$ cat config.mk
export PLATFORM = sky130hd
export DESIGN_NAME = anode_scan_controller
export DESIGN_NICKNAME = d
export VERILOG_FILES = /design/src/rtl/anode_scan_controller.sv
export SDC_FILE = /design/constraint.sdc
export NUM_CORES = 1
export LEC_CHECK = 0
export CAP_MARGIN = 40
export CORE_UTILIZATION = 35
export CTS_CLUSTER_SIZE = 20
export DETAILED_ROUTE_END_ITERATION = 10
export SLEW_MARGIN = 20
export SYNTH_ARGS = -nofsm -noshare
export SYNTH_HDL_FRONTEND = slang
export SYNTH_SLANG_ARGS = --single-unit
$ cat constraint.sdc
create_clock -name clk -period 2.75 [get_ports clk]
set_input_delay 0.4125 -clock clk [delete_from_list [all_inputs] [get_ports clk]]
set_output_delay 0.4125 -clock clk [all_outputs]
set_load 0.005 [all_outputs]
$ cat src/rtl/anode_scan_controller.sv
// Four-digit common-anode scan controller with frame-synchronous message scrolling.
// Optional AUTO_SCROLL_EN adds FRAMES_PER_STEP and a periodic automatic step.
//
// state   | meaning
// S_GUARD | start of a digit slot, all anodes off (anti-ghosting)
// S_ON    | anode of digit_sel driven low for the rest of the slot
module anode_scan_controller #(
    parameter int DIGIT_CYCLES = 16,
    parameter int GUARD_CYCLES = 2,
    parameter int MSG_LEN      = 16
`ifdef AUTO_SCROLL_EN
    ,
    parameter int FRAMES_PER_STEP = 8
`endif
) (
    input  logic       clk,
    input  logic       reset,
    input  logic       step_debounc,
    output logic [3:0] an,
    output logic [1:0] digit_sel,
    output logic [3:0] char_addr,
    output logic [3:0] scroll_pos
);

    localparam int CW = (DIGIT_CYCLES > 1) ? $clog2(DIGIT_CYCLES) : 1;
    localparam logic [CW-1:0] CNT_LAST  = CW'(DIGIT_CYCLES - 1);
    localparam logic [CW-1:0] CNT_GUARD = CW'(GUARD_CYCLES);
    localparam logic [3:0]    POS_LAST  = 4'(MSG_LEN - 1);
    localparam logic [4:0]    LEN5      = 5'(MSG_LEN);

    typedef enum logic {
        S_GUARD = 1'b0,
        S_ON    = 1'b1
    } state_t;

    localparam state_t S_SLOT_START = (GUARD_CYCLES == 0) ? S_ON : S_GUARD;

    state_t          state, state_nxt;
    logic [CW-1:0]   cnt, cnt_nxt;
    logic            pending, prev_step;
    logic            wrap, boundary, step_edge, auto_step, apply_step;
    logic [1:0]      digit_nxt;
    logic [3:0]      scroll_nxt, char_nxt, an_nxt;
    logic [4:0]      char_sum;

`ifdef AUTO_SCROLL_EN
    localparam int FW = (FRAMES_PER_STEP > 1) ? $clog2(FRAMES_PER_STEP) : 1;
    localparam logic [FW-1:0] FRM_LAST = FW'(FRAMES_PER_STEP - 1);

    logic [FW-1:0] frame_cnt;

    always_ff @(posedge clk or posedge reset) begin
        if (reset) begin
            frame_cnt <= '0;
        end else if (boundary) begin
            frame_cnt <= (frame_cnt == FRM_LAST) ? '0 : frame_cnt + 1'b1;
        end
    end

    assign auto_step = boundary && (frame_cnt == FRM_LAST);
`else
    assign auto_step = 1'b0;
`endif

    // Slot timing, edge detection and the next values of every registered output.
    always_comb begin
        wrap       = (cnt == CNT_LAST);
        cnt_nxt    = wrap ? '0 : cnt + 1'b1;
        boundary   = wrap && (digit_sel == 2'd0);
        step_edge  = step_debounc && !prev_step;
        apply_step = boundary && (pending || step_edge || auto_step);
        scroll_nxt = scroll_pos;
        if (apply_step) begin
            scroll_nxt = (scroll_pos == POS_LAST) ? 4'd0 : scroll_pos + 4'd1;
        end
        digit_nxt = wrap ? digit_sel - 2'd1 : digit_sel;
        char_sum  = {1'b0, scroll_nxt} + {3'b000, (2'd3 - digit_nxt)};
        char_nxt  = wrap ? 4'(char_sum % LEN5) : char_addr;
    end

    always_ff @(posedge clk or posedge reset) begin
        if (reset) begin
            state <= S_SLOT_START;
        end else begin
            state <= state_nxt;
        end
    end

    always_comb begin
        state_nxt = state;
        if (wrap) begin
            state_nxt = S_SLOT_START;
        end else if (cnt_nxt == CNT_GUARD) begin
            state_nxt = S_ON;
        end
    end

    always_comb begin
        an_nxt = 4'b1111;
        if (state_nxt == S_ON) begin
            an_nxt = ~(4'b0001 << digit_nxt);
        end
    end

    // prev_step resets high so a button held through reset release is not an edge.
    always_ff @(posedge clk or posedge reset) begin
        if (reset) begin
            cnt        <= '0;
            digit_sel  <= 2'd3;
            char_addr  <= 4'd0;
            scroll_pos <= 4'd0;
            an         <= 4'b1111;
            pending    <= 1'b0;
            prev_step  <= 1'b1;
        end else begin
            cnt        <= cnt_nxt;
            digit_sel  <= digit_nxt;
            char_addr  <= char_nxt;
            scroll_pos <= scroll_nxt;
            an         <= an_nxt;
            prev_step  <= step_debounc;
            pending    <= boundary ? 1'b0 : (pending || step_edge);
        end
    end

endmodule
; Word-level counts from Yosys, hierarchy flattened
; Index checks and enable logic that the tools add are counted.
[word_totals]
regBits = 21
output_inout_bits = 14
word_cells = 32
[op_classes]
eq_ne = 3
reduce_logical = 6
addsub = 5
shift = 1
n_mux = 8
bitwise = 1
[ops]
columns = cell, count
row1 = $mux 4, 4
row2 = $add 4x1->4 const B, 2
row3 = $eq 4x4->1 const B, 2
row4 = $add 4x2->4, 1
row5 = $eq 4x2->1 const B, 1
row6 = $not 4->4, 1
row7 = $shl 1x2->4 const A, 1
row8 = $logic_and 1x1->1, 3
row9 = $mux 1, 3
row10 = $logic_not 2->1, 1
row11 = $mux 2, 1
row12 = $sub 2x1->2 const B, 1
row13 = $sub 2x2->2 const A, 1
row14 = $logic_not 1->1, 1
row15 = $logic_or 1x1->1, 1

; Depth between registers and ports, before layout
; Gate-level depths: netlist of the first run.
[logic_depth]
depth_word = 6
ltp_mapped = 10
depth_no_buf = 10

; Worst setup path before layout of the first run
; No wires, ideal clock.
[synth_path]
kind = register to register
startpoint = reg cnt[0]
endpoint = reg char_addr[1]
arrival_time_ps = 2211
stages_incl_launch_ff = 10
path_buffers = 1
t_required_ps = 2625
setup_slack_ps = 414
synth_period_minus_slack_ps = 2336
cell_sequence = dfrtp_1 ha_1 buf_6 and4_4 o21ai_0 a311oi_1 a21o_1 ha_1 fa_1 mux2_2
[synth_between]
elab_chain_cells = 5
elab_cells_between_ends = 7
classes_between = add/sub: 2 / eq/ne: 1 / mux: 2 / reduce/logical: 2
[synth_lines]
columns = item, line
row1 = start: declaration, 39  ; logic [CW-1:0] cnt, cnt_nxt;
row2 = start signal: assignment, 116  ; cnt <= cnt_nxt;
row3 = $eq 4x4->1, 67  ; wrap = (cnt == CNT_LAST);
row4 = $logic_and 1x1->1, 69  ; boundary = wrap && (digit_sel == 2'd0);
row5 = $logic_and 1x1->1, 71  ; apply_step = boundary && (pending || step_edge || auto_step);
row6 = $mux 4, 73  ; if (apply_step) begin
row7 = net scroll_nxt[0], 43  ; logic [3:0] scroll_nxt, char_nxt, an_nxt;
row8 = $add 4x2->4, 77  ; char_sum = {1'b0, scroll_nxt} + {3'b000, (2'd3 - digit_nxt)};
row9 = net char_sum[1], 44  ; logic [4:0] char_sum;
row10 = end signal: assignment, 118  ; char_addr <= char_nxt;
row11 = end: declaration, 21  ; output logic [3:0] char_addr,
; The timed path passes the listed nets, and every way through them passes these cells.
; A chain may end at the register's enable or synchronous reset.

; Worst setup path in the final report of the first run
; Ends and elaborated chain as after synthesis.

==> metrics list, run 1 <==
- Shortest period the worst path allows: about 2.6 ns
* CTS Root Cell: clkbuf_4
- Signal arrival time at the worst endpoint: around 2.8 ns
* Max capacitance violation total: 0
- Placed Cells: 132
- HP Class: in -> async
* Critical Path, Cell by Cell: ha_4, and4_4, o21ai_0, a311oi_1, a21o_1, ha_1, fa_1, mux2_2
- Height of the die: approximately 56 um
- The routed layout has between 600 and 700 vias.
* Total gr overflow: 0
* Routed Wire Length: ~1700 um
* Antenna violations before repair: 0
- TritonCTS Buffers: 3
* Worst Tran Pin Value: 0.414 ns
* Max-slew violation total from the final report: 0
* Worst clock skew: 0.000890 ns
* DRC violation count after routing: 0
- Top fanout value on the critical path: 8
- In this run the tightest slew margin relative to its limit is between 70% and 80%.
- The floorplan has 19 rows.
- Cell area after placement: about 0.0012 mm^2
- Outcome: completed
* Slowest-stage cell, CP: dfrtp_1
- Port buffering added 16 buffers.
- Post-DRT Antenna Nets: 0
- Setup bufs post-CTS: 0
* Sequential share of the synthesized area: 52.3%
- The floorplan step set the die width to roughly 56 um.
* EDFF count, synth: 0
* Delay of the slowest cell on the worst path: roughly 0.48 ns
* Die Footprint: between 0.003 and 0.004 mm^2
* Post-CTS clock slew at the launch and capture registers of the worst setup and hold paths: 0.12 ns
- Async set-reset flop share out of synthesis: between 90% and 100%
- Worst setup startpoint: cnt[0]
* Number of distinct library cells after synthesis: 35
* Final setup violation count: 0
- In this run the critical register-to-register path is launched from cnt[0].
* Leading register cell type out of synthesis: dfrtp_1
- Setup total negative slack: 0 ns
- Sort of element at the start of the critical path: flip-flop
- Before antenna repair, the detailed router went through 4 iterations.
- Core utilization of the finished layout: 45.8%
- The number of antenna diodes in the final layout is 0.
* Fin. Hold Viols: 0
* Global-route wire length before repair: between 2000 and 3000 um
* RD Place Congestion: between 0.7 and 0.8
* Power per unit of standard cell area: 375 mW/mm^2
- Commonest non-fill, non-tap cell in the layout: clkdlybuf4s50_1
- Total core area: between 0.002 and 0.003 mm^2
* Fin crit share: about 93%
- Final Total Pwr: roughly 0.00047 W
- Synth warn: 0
- For the worst-skew pair, the clock arrives at the later sink with an insertion delay of 0.30 ns.
- FF+latch count, synth: 21
* TritonCTS clock tree: built
- The worst-case IR drop observed on VDD is 0.215 mV.
* I/O pin cnt: 17
- Number of clock sinks seen by CTS: 21
- Counting along the longest clock path gives a buffer depth of 2.
- Once detailed placement completed, the half-perimeter wirelength came to around 1300 um.
* Average size of a mapped cell: between 10 and 15 um^2
- Mapped cell area: between 0.001 and 0.0015 mm^2
* CP endpoint kind: flip-flop
* Area grow syn2layout: 23.6%
* Worst setup path category: reg -> reg
- For this configuration, the core starts out at a cell density of a little under two fifths.
* Total GRT Usage: about an eighth
- CTS built an H-tree with a depth of 1.
- Dividing the detail-routed via count by the number of cells gives around 5.1.
- In the layout the commonest cells are 16 x clkdlybuf4s50_1, 14 x dfrtp_1, 11 x inv_1.
* Data required time of the critical path: between 2 and 3 ns
* Cells after synthesis: 86
- The analysis attributes to cell leakage a power of between 0.5 and 0.6 nW.
- Maximum number of pins on one net before global-route repair: 22
- Net count reported at finish: approximately 120
- Summing all non-filler instances in the final layout gives an area of around 0.0013 mm^2.
* Share of post-route cells with drive strength above 1: between 20% and 30%
- Based on the critical path, the design can be clocked at up to 0.389 GHz.
- Number of violations reported at the end of detailed-routing iteration 0: 11
* Avg WL per Cell: roughly 13 um
- Synthesized net count: 96
- Number of global-route vias before repair: 666
- Number of standard cells in the final layout excluding fillers: between 100 and 150
## state kept, by name, summed over array words and instances, names as in the netlist
| name | flops |
|---|---|
| scroll_pos | 4 |
| prev_step | 1 |
| an | 4 |
| digit_sel | 2 |
| pending | 1 |
| state | 1 |
| char_addr | 4 |
| cnt | 4 |
## cells in the mapped netlist (2+ instances only)
cell / instances / area, um^2
inv_1: 11 / 41.3
dfstp_2: 7 / 184
a21o_1: 2 / 15.0
a21oi_1: 3 / 15.0
nand3_1: 2 / 10.0
mux2_2: 3 / 33.8
dfrtp_1: 14 / 350
nor2_1: 3 / 11.3
ha_1: 6 / 75.1
nand2_1: 6 / 22.5
o21ai_0: 4 / 20.0
xor2_1: 2 / 17.5
## through the flow
stage / hold WS [ns] / worst slack [ns]
after floorplan: 0.384 / 0.414
after global placement: 0.466 / 0.203
after detailed placement: 0.466 / 0.125
after CTS: 0.493 / 0.113
after global routing: 0.436 / -0.000195
final: 0.386 / 0.181
## per-layer routing
metal,global-route usage [%],wire length [um],vias up
met3,2.09,37,2
met5,0,0,-
met1,14.9,844,347
met4,6.27,17,0
li1,-,-,334
met2,19.2,830,9
## power breakdown
part | leakage (nW) | internal, W | switching (W)
clock network | 0.0150 | 0.0000564 | 0.0000920
registers | 0.244 | 0.000311 | 0.000000323
logic | 0.262 | 0.00000640 | 0.00000848
total | 0.521 | 0.000374 | 0.000101
## worst paths after layout
path | to | slack, ns | depth (start not counted)
max | char_addr[1] | 0.18 | 8
min | cnt[0] | 0.39 | 2
max reg2reg | char_addr[1] | 0.18 | 8
min reg2reg | an[3] | 0.49 | 1
max in group asynchronous | prev_step | 1.86 | 3
min in group clk | an[3] | 0.49 | 1
## area by class of cell
type	count	area, um^2
timing repair buffer	18	183
sequential	21	534
clock buffer	4	26.3
fill	258	1490
multi-input combinational	52	440
tap	31	38.8
inverter	11	41.3
## cell families (layout without fill, tap and decap cells)
| family | count (synthesis) | in the layout | synth area share, % |
|---|---|---|---|
| multiplexers | 3 | 3 | 3.30 |
| XOR/XNOR | 4 | 4 | 4.16 |
| AND/OR/NAND/NOR | 18 | 18 | 9.43 |
| buffers and inverters | 13 | 33 | 5.88 |
| AO/OA/AOI/OAI | 20 | 20 | 15.7 |
| flip-flops | 21 | 21 | 52.3 |
| adder cells (fa/ha/maj) | 7 | 7 | 9.30 |
## worst max-delay path, delay by kind of cell, from the launching register on
| kind | cells | cell delay (ns) |
|---|---|---|
| DFF | 1 | 0.48 |
| AOI/OAI and AO/OA | 3 | 0.62 |
| adders and majority gates | 3 | 0.82 |
| muxes | 1 | 0.26 |
| and+or+nand+nor | 1 | 0.28 |
## timing repair
action | 4_1_cts | 5_1_grt
hold buffers | 0 | 0
resized for setup | 0 | 2
endpoints found under the setup margin | 0 | 1
Power figures use the tool's default switching activity.
==> run 2: changes to the inputs <==
- CORE_UTILIZATION: 35 -> 51
- PLACE_DENSITY: default -> 0.77
==> run 2 against run 1 <==
Against the previous run: die area decreased by 30%; clock power is essentially flat; via count shrank 1.0%; combinational power about the same; utilization increased by 24 points; routed wire length rose by 1.9%; cell area decreased by 0.99%; clock-buffer cell count unchanged; flip-flop and latch count did not move; critical path depth up 1.
==> metrics list, run 2 (synthesized netlist as in run 1, its figures left out) <==
- Outcome: completed
- After clock tree synthesis, the flow added hold-fix buffers numbering 0.
* Global-route wire length before repair: about 2800 um
- Max-slew violation total from the final report: 0
* Height of the die: 46.8 um
- Count of filler cells inserted in the layout: about 140
- Maximum number of pins on one net before global-route repair: 22
* Power per unit of standard cell area: roughly 380 mW/mm^2
- In the final timing run, aggregate negative setup slack is 0 ns.
- Critical Path, Cell by Cell: inv_1, ha_1, and4_4, o21ai_0, a311oi_1, a21o_1, ha_1, fa_1, mux2_2
- RD Place Congestion: 0.766
- Dividing the final minimum period by the clock period gives approximately nine tenths.
* Most frequent cell on the critical path: ha_1
- Total gr overflow: 0
* FF/Latch Area: around 530 um^2
- Effective utilization at floorplan: between 50% and 60%
* FMAX: between 0.4 and 0.5 GHz
* Net count reported at finish: between 100 and 150
- In this run the static leakage power is about 0.53 nW.
* Top fanout value on the critical path: 5
- Share of post-route cells with drive strength above 1: between 20% and 30%
- The area growth from synthesis to layout is 22.4%.
* Peak supply drop: between 0.2 and 0.3 mV
* DRC violation count after routing: 0
- The root buffer cell chosen for the clock tree is clkbuf_4.
* Post-DRT Antenna Nets: 0
- The tightest min-delay check is of the in -> async type.
- After floorplanning, the core was divided into 15 placement rows.
- The count of buffers added on input and output ports is 16.
- Setup repair after global routing left no endpoint under its margin.
* HPWL after detailed placement: 1290 um
- Signal arrival time at the worst endpoint: 2.66 ns
* I/O pin cnt: 17
* Die Footprint: ~0.0022 mm^2
- The smallest clock period supported by the final layout is computed as about 2.5 ns.
- The number of global-route vias before repair was about 650.
* Fin. Hold Viols: 0
- Total GRT Usage: a little under a fifth
* Slowest-stage cell, CP: dfstp_2
- Quantity of gates resized following cts: 0
- Counting along the longest clock path gives a buffer depth of 2.
- Crit path max-delay family: adder cells
- CP endpoint kind: flip-flop
- For this block, the routed nets add up to around 1800 um of wire.
- Normalized max-slew margin: 74.7%
* Worst setup path category: reg -> reg
- Number of H-tree levels: 1
- Total core area: 0.00180 mm^2
- TritonCTS Buffers: 3
* Final Cell Area: around 0.0013 mm^2
- The number of buffers and inverters on the critical path is 1.
- For the worst setup path, the data required time is ~3 ns.
- In the layout the commonest cells are 16 x clkdlybuf4s50_1, 14 x dfrtp_1, 11 x inv_1.
- Commonest non-fill, non-tap cell in the layout: clkdlybuf4s50_1
- The clock net in this run drives a total of 21 sinks.
* DR vias/cell: around 5.2
- Avg WL per Cell: between 10 and 15 um
- TritonCTS built the clock tree.
* Number of violations reported at the end of detailed-routing iteration 0: 13
- Multi-input gate area: ~430 um^2
- After detailed placement, the total cell area comes to around 0.0012 mm^2.
- Worst clock skew: 0.00111 ns
* Final setup violation count: 0
- STA classifies the critical path startpoint as a flip-flop.
- Across the run, the number of max-cap violations was 0.
- Antenna fix cells: 0
- The first detailed-routing pass ran for 4 iterations.
* Clock latency at the later pin of the worst-skew pair: approximately 0.30 ns
- Clock-pin slew was measured on the worst setup and hold paths at around 0.11 ns.
- Die X: about 47 um
* Setup bufs post-CTS: 0
* Antenna violations before repair: 0
* Delay of the slowest cell on the worst path: ~0.57 ns
* Via count: approximately 690
- For the pin with the worst max-slew slack, the measured transition is about 0.38 ns.
[run 2: worst paths after layout]
check / start / end / slack [ns] / cells after the start
min reg2reg: digit_sel[1] / an[3] / 0.49 / 1
min in group clk: digit_sel[1] / an[3] / 0.49 / 1
max reg2reg: digit_sel[0] / char_addr[1] / 0.29 / 9
min: reset / cnt[3] / 0.25 / 2
max in group asynchronous: reset / an[0] / 2.08 / 3
max: digit_sel[0] / char_addr[1] / 0.29 / 9
[run 2: final cells by class]
cell class,count,share of cell area (%)
Tap cell,25,2.50
Sequential cell,21,42.7
Inverter,11,3.30
Clock buffer,4,2.10
Timing Repair Buffer,19,15.2
Multi-Input combinational cell,52,34.2
[run 2: routing by layer]
layer,track usage [%],up-vias,share of wire [%],routed length (um)
met5,0,-,0,0
met4,10.3,0,2.2,38
met3,6.15,5,4.5,80
met2,28.9,12,45,792
met1,24.5,329,48,850
li1,-,339,-,-
[run 2: worst register-to-register path, delay by kind of cell (launching register included)]
family / cells / cell delay, ns
AND/OR/NAND/NOR: 1 / 0.17
flip-flops: 1 / 0.57
adder cells (fa/ha/maj): 3 / 0.85
AO/OA/AOI/OAI: 3 / 0.43
buffers and inverters: 1 / 0.07
multiplexers: 1 / 0.27
[run 2: report_power, final]
group	leakage, nW	total, W	internal, W	switching [W]
Sequential	0.244	0.000311	0.000311	0.000000321
Combinational	0.267	0.0000149	0.00000647	0.00000843
Clock	0.0150	0.000148	0.0000566	0.0000913
Total	0.526	0.000474	0.000374	0.000100
[run 2: stage by stage]
stage / hold slack, ns / setup slack (ns) / utilization, % / instances / power (W)
global placement: 0.463 / 0.220 / 67.2 / 127 / 0.000329
CTS: 0.496 / 0.288 / 68.6 / 131 / 0.000476
detailed placement: 0.463 / 0.133 / 67.2 / 127 / 0.000329
finish: 0.250 / 0.289 / 69.4 / 132 / 0.000474
global route: 0.240 / 0.0965 / 69.4 / 132 / 0.000495
floorplan: 0.384 / 0.414 / - / 86 / 0.000323
